`config.mk`:
```
export PLATFORM = sky130hd
export DESIGN_NAME = cacheline_arbiter
export DESIGN_NICKNAME = d
export VERILOG_FILES = /design/src/rtl/cacheline_arbiter.sv
export SDC_FILE = /design/constraint.sdc
export NUM_CORES = 1
export LEC_CHECK = 0
export CAP_MARGIN = 10
export CORE_AREA = 3 3 535 537
export DETAILED_ROUTE_END_ITERATION = 10
export DIE_AREA = 0 0 538 540
export PLACE_DENSITY_LB_ADDON = 0.12
export SLEW_MARGIN = 10
export SYNTH_ARGS = -nofsm -noshare
export SYNTH_HDL_FRONTEND = slang
export SYNTH_SLANG_ARGS = --single-unit
```
`constraint.sdc`:
```
create_clock -name clk -period 1.7 [get_ports clk]
set_clock_uncertainty 0.2 [all_clocks]
set_input_delay 0.255 -clock clk [delete_from_list [all_inputs] [get_ports clk]]
set_output_delay 0.255 -clock clk [all_outputs]
set_load 0.005 [all_outputs]
```
`src/rtl/cacheline_arbiter.sv`:
```
// Two-requester arbiter sharing one physical-memory cacheline port between
// the instruction cache and the data cache, round-robin on contention.
module cacheline_arbiter #(
    parameter int s_line = 256,
    parameter int addr_w = 32
) (
    input  logic              clk,
    input  logic              rst,

    input  logic              i_read,
    input  logic [addr_w-1:0] i_address,
    output logic [s_line-1:0] i_line_o,
    output logic              i_resp,

    input  logic              d_read,
    input  logic              d_write,
    input  logic [addr_w-1:0] d_address,
    input  logic [s_line-1:0] d_line_i,
    output logic [s_line-1:0] d_line_o,
    output logic              d_resp,

    output logic              mem_read,
    output logic              mem_write,
    output logic [addr_w-1:0] mem_address,
    output logic [s_line-1:0] mem_line_i,
    input  logic [s_line-1:0] mem_line_o,
    input  logic              mem_resp
);

    localparam logic [1:0] IDLE    = 2'd0;
    localparam logic [1:0] SERVE_I = 2'd1;
    localparam logic [1:0] SERVE_D = 2'd2;
    localparam logic [1:0] RECOVER = 2'd3;

    localparam logic PRIO_I = 1'b0;
    localparam logic PRIO_D = 1'b1;

    logic [1:0]        state;
    logic              prio;
    logic [addr_w-1:0] addr_q;
    logic [s_line-1:0] data_q;
    logic              rd_q;
    logic              wr_q;

    logic i_req;
    logic d_req;
    logic grant_i;
    logic grant_d;
    logic serving;

    assign i_req   = i_read;
    assign d_req   = d_read | d_write;
    assign grant_i = i_req & (~d_req | (prio == PRIO_I));
    assign grant_d = d_req & (~i_req | (prio == PRIO_D));
    assign serving = (state == SERVE_I) || (state == SERVE_D);

    // NOTE: every output is decoded from state, so the async reset forcing
    // state to IDLE drops the memory request and both resps without a clock.
    assign mem_read    = serving & rd_q;
    assign mem_write   = serving & wr_q;
    assign mem_address = serving ? addr_q : '0;
    assign mem_line_i  = serving ? data_q : '0;

    assign i_resp = (state == SERVE_I) & mem_resp;
    assign d_resp = (state == SERVE_D) & mem_resp;

    // Data is broadcast; only the resp tells a cache the line is meant for it.
    assign i_line_o = mem_line_o;
    assign d_line_o = mem_line_o;

    // NOTE: sequential state uses non-blocking assignments only, so every
    // register samples the pre-edge values regardless of statement order.
    always_ff @(posedge clk or negedge rst) begin
        if (!rst) begin
            state  <= IDLE;
            prio   <= PRIO_I;
            addr_q <= '0;
            data_q <= '0;
            rd_q   <= 1'b0;
            wr_q   <= 1'b0;
        end else begin
            case (state)
                IDLE: begin
                    if (grant_i) begin
                        addr_q <= i_address;
                        rd_q   <= 1'b1;
                        wr_q   <= 1'b0;
                        state  <= SERVE_I;
                    end else if (grant_d) begin
                        // A simultaneous read+write is resolved as a writeback.
                        addr_q <= d_address;
                        data_q <= d_line_i;
                        rd_q   <= d_read & ~d_write;
                        wr_q   <= d_write;
                        state  <= SERVE_D;
                    end
                end
                SERVE_I, SERVE_D: begin
                    if (mem_resp) begin
                        prio  <= (state == SERVE_I) ? PRIO_D : PRIO_I;
                        state <= RECOVER;
                    end
                end
                RECOVER: state <= IDLE;
            endcase
        end
    end

    a_one_resp: assert property (@(posedge clk) disable iff (!rst)
        !(i_resp && d_resp));

    a_rw_excl: assert property (@(posedge clk) disable iff (!rst)
        !(mem_read && mem_write));

    a_addr_stable: assert property (@(posedge clk) disable iff (!rst)
        (serving && $past(serving)) |-> $stable(mem_address));

    a_d_protocol: assert property (@(posedge clk) disable iff (!rst)
        (state == IDLE) |-> !(d_read && d_write));

endmodule

```
==> run_results.csv <==
group,metric,value,unit
outcome,status,"complete, but fails checks",
outcome,violations,"negative setup slack",
floorplan,die_x,538,um
timing,finalCriticalPeriod,2.96,ns
layout,finish.utilization,11.4,%
setup_path,r2r-start,"state[0]",
clock_network,clockBufferDepth,3,
layout,most-common-layout-cells,"353 x clkdlybuf4s50_1, 293 x dfrtp_1, 290 x dlygate4sd3_1, 225 x mux2_1, 173 x and2_4",
timing,slew_viol_final,0,
detailed_routing,totalWireLength,123000,um
layout,fill_cells,32395,
power,cellLeakagePower,0.0129,uW
layout,final_nets,2743,
detailed_routing,wl_per_cell,20.6,um
grt,overflow,0,
yosys,yosys_warnings,0,
place,dpl.hpwl,96600,um
power,power.total,67100,uW
floorplan,dieArea,291000,um^2
yosys,yosysTopAreaCell,"dfrtp_1",
yosys,syn_inst,1588,
setup_path,start_kind,"flip-flop",
power,seq_power_share,19.7,%
power,combPwrFrac,64.3,%
yosys,synth_area_leaders,"dfrtp_1 43%, buf_4 23%, mux2_1 16%",
timing,fin_setup_tns,-345.16,ns
clock_network,htreeDepth,2,
timing,layout_setup_ws,-1.26,ns
place,port_buffers,617,
yosys,synth_area,17100,um^2
grt,grt_max_degree,50,
yosys,synth.distinct_cells,24,
power,peakVddDrop,0.954,mV
power,power_density,2090,nW/um^2
setup_path,cp.arrival,2.50,ns
timing,finalCritPeriodShare,174,%
detailed_routing,drt_iter0_drc,268,
power,clockPowerShare,16.0,%
timing,fmax,338,MHz
clock_network,clk_pin_slew_worst_paths,0.06,ns
grt,grt_pass1_wl,150000,um
layout,final_common_cell,"clkdlybuf4s50_1",
detailed_routing,vias_per_cell,2.22,
power,cellInternalPower,43300,uW
yosys,synth_fp_nets,2174,
layout,drive_gt1_share,33.5,%
worst_hold_path,hp-class,"input pin to flip-flop",
setup_path,startpoint,"state[0]",
clock_network,clock-sinks,293,
setup_path,cp.required,1.24,ns
yosys,synth_area_per_cell,10.8,um^2
timing,setup_violations,580,
timing,rsz0062_at_grt,"true",
detailed_routing,drcViolationCount,0,
layout,area_growth_syn_to_layout,87.3,%
floorplan,core,282000,um^2
floorplan,die_h,540,um
floorplan,initial_core_util,6.08,%
grt,antenna_found_initial,37,
grt,first_global_vias,14514,
setup_path,path_max_fanout,6,
clock_network,cts_root_buf,"clkbuf_16",
detailed_routing,first_pass_iters,4,
detailed_routing,drtAntennaViolNets,0,
yosys,ys_seq_area_share,42.8,%
place,place_congestion,0.685,
timing,hold_slack,0.0750,ns
setup_path,cp-end-kind,"primary output",
clock_network,clk_latency,0.63,ns
grt,grt_use_total,7.78,%
clock_network,cts_buffers,50,
power,switching_share,35.4,%
flow_run,maxCapViolCount,0,
timing,hold_violations,0,
setup_path,critPathKind,"flip-flop to primary output",
yosys,yosysTopAreaCellShare,42.8,%
timing,worst_pin_slew,0.437,ns
yosys,ys_ff_latch,293,
timing,relSlewSlack,70.8,%
clock_network,cts_tree,"done",
worst_hold_path,worst_hold_startpoint,"d_line_i[201]",
detailed_routing,vias,13185,
floorplan,io_pins,1386,
floorplan,rows,195,
power,p_switching,23700,uW
[per-stage QoR]
stage	area, um^2	setup WS [ns]	cells
global route	32100	-1.39	5947
global placement	25400	-0.838	5464
finish	32100	-1.26	5952
detailed placement	25400	-0.744	5464
floorplan	17200	0.00471	1588
CTS	30300	-1.46	5864
[metal layers]
layer | vias to the layer above | GRT usage, % | share of wire [%]
li1 | 5854 | - | -
met1 | 6220 | 8.24 | 36
met2 | 853 | 12.2 | 45
met3 | 254 | 4.74 | 14
met4 | 4 | 3.57 | 4.7
met5 | - | 0.117 | 0.055
[cell type report]
type | instances | area (um^2) | area share [%]
timing repair buffer | 1109 | 12200 | 38.1
sequential | 293 | 7330 | 22.8
multi-input combinational | 699 | 6120 | 19.1
tap | 3743 | 4680 | 14.6
clock buffer | 79 | 1550 | 4.83
clock inverter | 12 | 125 | 0.390
antenna | 13 | 32.5 | 0.101
inverter | 4 | 15.0 | 0.0468
[power by group through the flow]
stage                     clock, uW  sequential (uW)  combinational [uW]
final                         10700            13200               43100
after global routing          11600            13800               47000
after CTS                     11500            13200               35900
after detailed placement          0            13300               32400
after global placement            0            13500               32600
after floorplan                   0            11700               11300
[critical path, stage by stage (launching register included)]
cell and delay (ns):
dfrtp_1 0.37, inv_2 0.07, ha_4 0.33, buf_12 0.19, buf_4 0.15, buf_4 0.10
and2_1 0.11, clkdlybuf4s50_1 0.50
[synth_stat cells]
cell      count
clkbuf_1     43
inv_1         3
and2_1      292
o21ai_0      33
o21a_1        3
buf_2        13
nor2_1       33
nand2_1       1
o221ai_2      1
inv_2         1
nor2b_1       2
ha_1          4
nor3_1        1
mux2i_1       1
a21oi_1       1
mux2_1      240
buf_4       536
dfrtp_1     293
nand3_1      32
o31a_1        1
mux2_2       18
o211ai_1      1
o21ai_1       1
a31oi_1      34
[kinds of logic (layout without fill, tap and decap cells)]
family          count (synthesis)  after routing  share of synthesized area (%)
compound gates                 75             75                           2.58
other cells                     0             13                              0
simple gates                  361            361                           12.4
flops                         293            293                           42.8
buf+inv                       596           1204                           24.9
fa+ha+maj                       4              4                          0.292
mux                           259            259                           17.0
[state kept, by name, indices dropped and copies added (netlist names)]
register  count
state         2
addr_q       32
data_q      256
rd_q          1
prio          1
wr_q          1
[final timing paths]
kind                       slack [ns]               to  cells past startpoint
max in group asynchronous        0.70       data_q[83]                      4
min in group asynchronous        0.11       data_q[37]                      3
hold reg to reg                  0.28      data_q[137]                      1
hold / removal                   0.07      data_q[201]                      2
setup reg to reg                -0.59         state[1]                     10
setup / recovery                -1.26  mem_line_i[213]                      7
[timing repair]
action | CTS | global route
resized for setup | 222 | 700
setup endpoints to repair | 570 | 581
endpoints found under the hold margin | 557 | 0
hold buffers | 290 | 0
setup buffers | 14 | 66
gates cloned | 5 | 20
pin swaps | 3 | 3
Power figures use the tool's default switching activity.
==> RTL edit 1 (same settings) <==
Change the parameter `s_line` from 256 to 128.
--- a/src/rtl/cacheline_arbiter.sv
+++ b/src/rtl/cacheline_arbiter.sv
@@ -1,7 +1,7 @@
 // Two-requester arbiter sharing one physical-memory cacheline port between
 // the instruction cache and the data cache, round-robin on contention.
 module cacheline_arbiter #(
-    parameter int s_line = 256,
+    parameter int s_line = 128,
     parameter int addr_w = 32
 ) (
     input  logic              clk,
Ports: changed (5 resized); port bits go from 1386 to 746. No check against the original RTL was run, so the function may have changed too.
==> RTL edit 1 against the unedited design <==
- the flow still finishes with violations (setup timing)
- count of clock-buffer cells in the layout down 57
- power down 38%
- wire length down 52%
- via count down 43%
- cell area down 37%
- sequential cell count down 128
- sequential power down 45%
- synthesized area down 44%
- setup slack better by 240 ps
==> RTL edit 1: results (changes against the unedited design) <==
outcome=finished with violations (unchanged); failing checks=setup timing (unchanged); post-DR vias/cell=1.509 (was 2.215); Placer Congestion=0.6368 (was 0.6847); drt wl/cell=11.80 um (was 20.64 um); Clock Pin Slew Worst Setup and Hold Paths=100 ps (was 60 ps); largest registers=data_q: 128 flops, addr_q: 32 flops, state: 2 flops (was data_q: 256 flops, addr_q: 32 flops, state: 2 flops); Area contributors post-synth=dfrtp_1 43%, buf_4 20%, mux2_2 15%, and2_1 11%, a31oi_1 2.2% (was dfrtp_1 43%, buf_4 23%, mux2_1 16%, and2_1 11%, a31oi_1 1.2%); final layout net count=1520 (was 2743); Flop pwr share=17.4% (was 19.7%); CTS Root Cell=clkbuf_16 (unchanged); Clk. pwr=5.14 mW (was 10.7 mW); Hold Path Class=in -> reg (unchanged); CTS resizes=265 (was 222); DP HPWL=36.36 mm (was 96.59 mm); sequential fraction of the synthesis area=42.69% (was 42.79%); syn_nets=1250 (was 2174); Hold Buf Count CTS=26 (was 290); Hold Slack=94.35 ps (was 74.95 ps); H-tree Lvls=4 (was 2); placed cell area=0.01639 mm2 (was 0.02539 mm2); aggregate negative setup slack=-174290 ps (was -345160 ps); initial drt markers=157 (was 268); Syn-to-layout area delta=109.8% (was 87.33%); # fillers=33040 (was 32400); largest net degree at the start of global routing=60 (was 50); DP Worst Slack=-674.4 ps (was -744.5 ps); layout cells sized above 1=55.08% (was 33.47%); worst skew pair latency=560 ps (was 630 ps); count of different cell masters after synthesis=23 (was 24); synthesized area per cell=10.51 um2 (was 10.79 um2); Leak=7.525 nW (was 12.88 nW); PnR worst setup slack=-1019 ps (was -1259 ps); Largest stage delay, worst path=410 ps (was 500 ps); antenna violations before repair=14 (was 37); CTS Buf Count=21 (was 50); min-delay src=i_address[3] (was d_line_i[201]); vias in the first global route=8021 (was 14510); sequential power=7.30 mW (was 13.2 mW); Worst R2R Setup Slack=-450 ps (was -590 ps); critical path's slowest cell=dfrtp_1 (was clkdlybuf4s50_1); # setup viols final=327 (was 580); maximum fanout along the worst path=5 (was 6); synth cell count leaders=257 x buf_4, 165 x dfrtp_1, 164 x and2_1, 130 x mux2_2, 34 x a31oi_1 (was 536 x buf_4, 293 x dfrtp_1, 292 x and2_1, 240 x mux2_1, 43 x clkbuf_1); Post-Layout Cell Count=4953 (was 5952); switching part of the total=34.69% (was 35.40%); first-pass GRT wire length=66.95 mm (was 150.5 mm); Setup Fix Bufs, Post-CTS=10 (was 14); Inst Count DP=4763 (was 5464); VDD IR-drop max=0.7563 mV (was 0.9544 mV); Initial DRT Pass Iterations=6 (was 4)
[RTL edit 1: cell types whose count changed after synthesis]
cell	delta
and2_1	-128
buf_6	+13
buf_4	-279
inv_1	+1
clkbuf_1	-12
dfrtp_1	-128
buf_2	-6
inv_2	-1
mux2_2	+112
o21ai_2	+1
o21ai_1	-1
mux2_1	-240
[RTL edit 1: layer usage]
metal / routed length, um / track usage, % / vias to the layer above
met2: 29810 / 6.049 / 340
li1: - / - / 3321
met1: 23020 / 3.550 / 3682
met3: 3418 / 1.057 / 128
met5: 11 / 0 / -
met4: 2157 / 1.484 / 2
[RTL edit 1: path summary, 6_finish.rpt]
path,to,cells after the start
hold reg to reg,data_q[37]$_DFFE_PN0P_,1
setup / recovery,mem_line_i[0],10
setup reg to reg,state[1]$_DFFE_PN0P_,9
hold / removal,addr_q[3]$_DFFE_PN0P_,3
min in group asynchronous,addr_q[13]$_DFFE_PN0P_,2
max in group asynchronous,data_q[71]$_DFFE_PN0P_,3
[RTL edit 1: final cells by class]
| cell class | count | area share [%] |
|---|---|---|
| clock inverters | 11 | 0.6352 |
| flip-flops and latches | 165 | 20.35 |
| inverters | 4 | 0.07400 |
| well taps | 3743 | 23.08 |
| repair buffers | 555 | 32.22 |
| diodes | 10 | 0.1233 |
| clock buffers | 22 | 2.658 |
| multi-input cells | 443 | 20.86 |
[RTL edit 1: logic make-up (layout without fill, tap and decap cells)]
group / count (synthesis) / count (layout) / share of synthesized area [%]
other: 0 / 10 / 0
adder cells (fa/ha/maj): 4 / 4 / 0.5175
multiplexers: 131 / 131 / 15.24
flip-flops: 165 / 165 / 42.69
AO/OA/AOI/OAI: 75 / 75 / 4.605
AND/OR/NAND/NOR: 233 / 233 / 13.76
buffers and inverters: 312 / 592 / 23.18
==> RTL edit 2 (same settings) <==
Without the edit above. Put a register stage on the outputs `i_line_o`, `d_line_o` and `mem_line_i`. The values now appear one clock later. The other outputs are not delayed to match.
--- a/src/rtl/cacheline_arbiter.sv
+++ b/src/rtl/cacheline_arbiter.sv
@@ -59,14 +59,16 @@
     assign mem_read    = serving & rd_q;
     assign mem_write   = serving & wr_q;
     assign mem_address = serving ? addr_q : '0;
-    assign mem_line_i  = serving ? data_q : '0;
+    always_ff @(posedge clk) begin
+        i_line_o   <= mem_line_o;
+        d_line_o   <= mem_line_o;
+        mem_line_i <= serving ? data_q : '0;
+    end
 
     assign i_resp = (state == SERVE_I) & mem_resp;
     assign d_resp = (state == SERVE_D) & mem_resp;
 
     // Data is broadcast; only the resp tells a cache the line is meant for it.
-    assign i_line_o = mem_line_o;
-    assign d_line_o = mem_line_o;
 
     // NOTE: sequential state uses non-blocking assignments only, so every
     // register samples the pre-edge values regardless of statement order.
Formal check against the unedited RTL: not equivalent (Yosys sat finds a counterexample within 4 cycles, from zero or initial values and one cycle with rst low).
==> RTL edit 2 against the unedited design <==
- the flow still finishes with violations (setup timing)
- setup slack better by 300 ps
- highest routed layer unchanged
- power up 36%
- critical endpoint is now mem_read
- via count is 66% higher
- critical path type unchanged
- synthesized area is 49% higher
- sequential cell count is 512 higher
- largest power group unchanged
- combinational power decreased by 13%
- cell area rose by 78%
- count of clock-buffer cells in the layout grew 98
- wire length up 51%
==> RTL edit 2: results (changes against the unedited design) <==
initial drt markers=527 (was 268); sequential fraction of the synthesis area=69.04% (was 42.79%); wire length on met2=97.61 mm (was 55.81 mm); antenna violations before repair=94 (was 37); first-pass GRT wire length=235.2 mm (was 150.5 mm); WP data arrival=2200 ps (was 2500 ps); worst skew pair latency=790 ps (was 630 ps); maximum fanout along the worst path=8 (was 6); syn_nets=2430 (was 2174); largest registers=d_line_o: 256 flops, data_q: 256 flops, mem_line_i: 256 flops (was data_q: 256 flops, addr_q: 32 flops, state: 2 flops); # setup viols final=1188 (was 580); Synth Flop Type=dfxtp_1 (was dfrtp_1); Mapped Cells=1844 (was 1588); IO buf count=1385 (was 617); clock buffer depth=4 (was 3); outcome=finished with violations (unchanged); PnR worst setup slack=-958.2 ps (was -1259 ps); Area contributors post-synth=dfxtp_1 40%, dfrtp_1 29%, mux2_1 11%, buf_4 8.3%, and2_1 7.2% (was dfrtp_1 43%, buf_4 23%, mux2_1 16%, and2_1 11%, a31oi_1 1.2%); Compound-Gate Fraction of Synth Area=1.734% (was 2.577%); vias in the first global route=23850 (was 14510); total track usage=12.14% (was 7.784%); Worst R2R Setup Slack=-490 ps (was -590 ps); CTS Buf Count=115 (was 50); final layout net count=4467 (was 2743); Setup Fix Bufs, Post-CTS=153 (was 14); DP HPWL=145.6 mm (was 96.59 mm); Leak=24.26 nW (was 12.88 nW); Max-slew headroom=72.67% (was 70.78%); Placer Congestion=0.7814 (was 0.6847); failing checks=setup timing (unchanged); met3 routed WL=13.72 mm (was 16.69 mm)
## RTL edit 2: changes by cell type after synthesis
cell	change
buf_4	-256
dfxtp_1	+512
## RTL edit 2: logic make-up (layout without fill, tap and decap cells)
group | Yosys count | count (layout)
buf+inv | 340 | 2470
other cells | 0 | 37
fa+ha+maj | 4 | 4
mux | 259 | 259
compound gates | 75 | 75
simple gates | 361 | 361
flops | 805 | 805
## RTL edit 2: final cells by class
type	instances	area, um2
antenna	37	92.59
clock buffer	177	3382
clock inverter	33	461.7
fill	30670	224800
inverter	4	15.01
multi-input combinational	699	6359
sequential	805	18550
tap	3743	4683
timing repair buffer	2256	23740
## RTL edit 2: power by group
part | internal [mW] | switching [mW] | total, mW | leakage [nW]
logic | 23.0 | 14.3 | 37.3 | 14.5
registers | 25.8 | 3.42 | 29.2 | 7.85
clock network | 15.0 | 9.89 | 24.9 | 1.87
total | 63.8 | 27.6 | 91.4 | 24.3
## RTL edit 2: worst min-delay path by stage
stage                   from                 endpoint  slack, ps  depth (start not counted)
3_3_place_gp             rst   data_q[98]$_DFFE_PN0P_         10                          1
4_1_cts        d_line_i[208]  data_q[208]$_DFFE_PN0P_          3                          2
3_5_place_dp             rst   data_q[91]$_DFFE_PN0P_         -1                          1
2_1_floorplan            rst    addr_q[0]$_DFFE_PN0P_       -240                          0
6_report        d_line_i[11]   data_q[11]$_DFFE_PN0P_         60                          2
5_1_grt        d_line_i[208]  data_q[208]$_DFFE_PN0P_         20                          2
## RTL edit 2: critical path, cell delays in order, from the launching register on
cell and delay (ps):
dfrtp_1 380, inv_2 90, ha_4 220, buf_12 130, buf_12 120, buf_12 130, buf_8 110, and2_4 130
buf_6 120
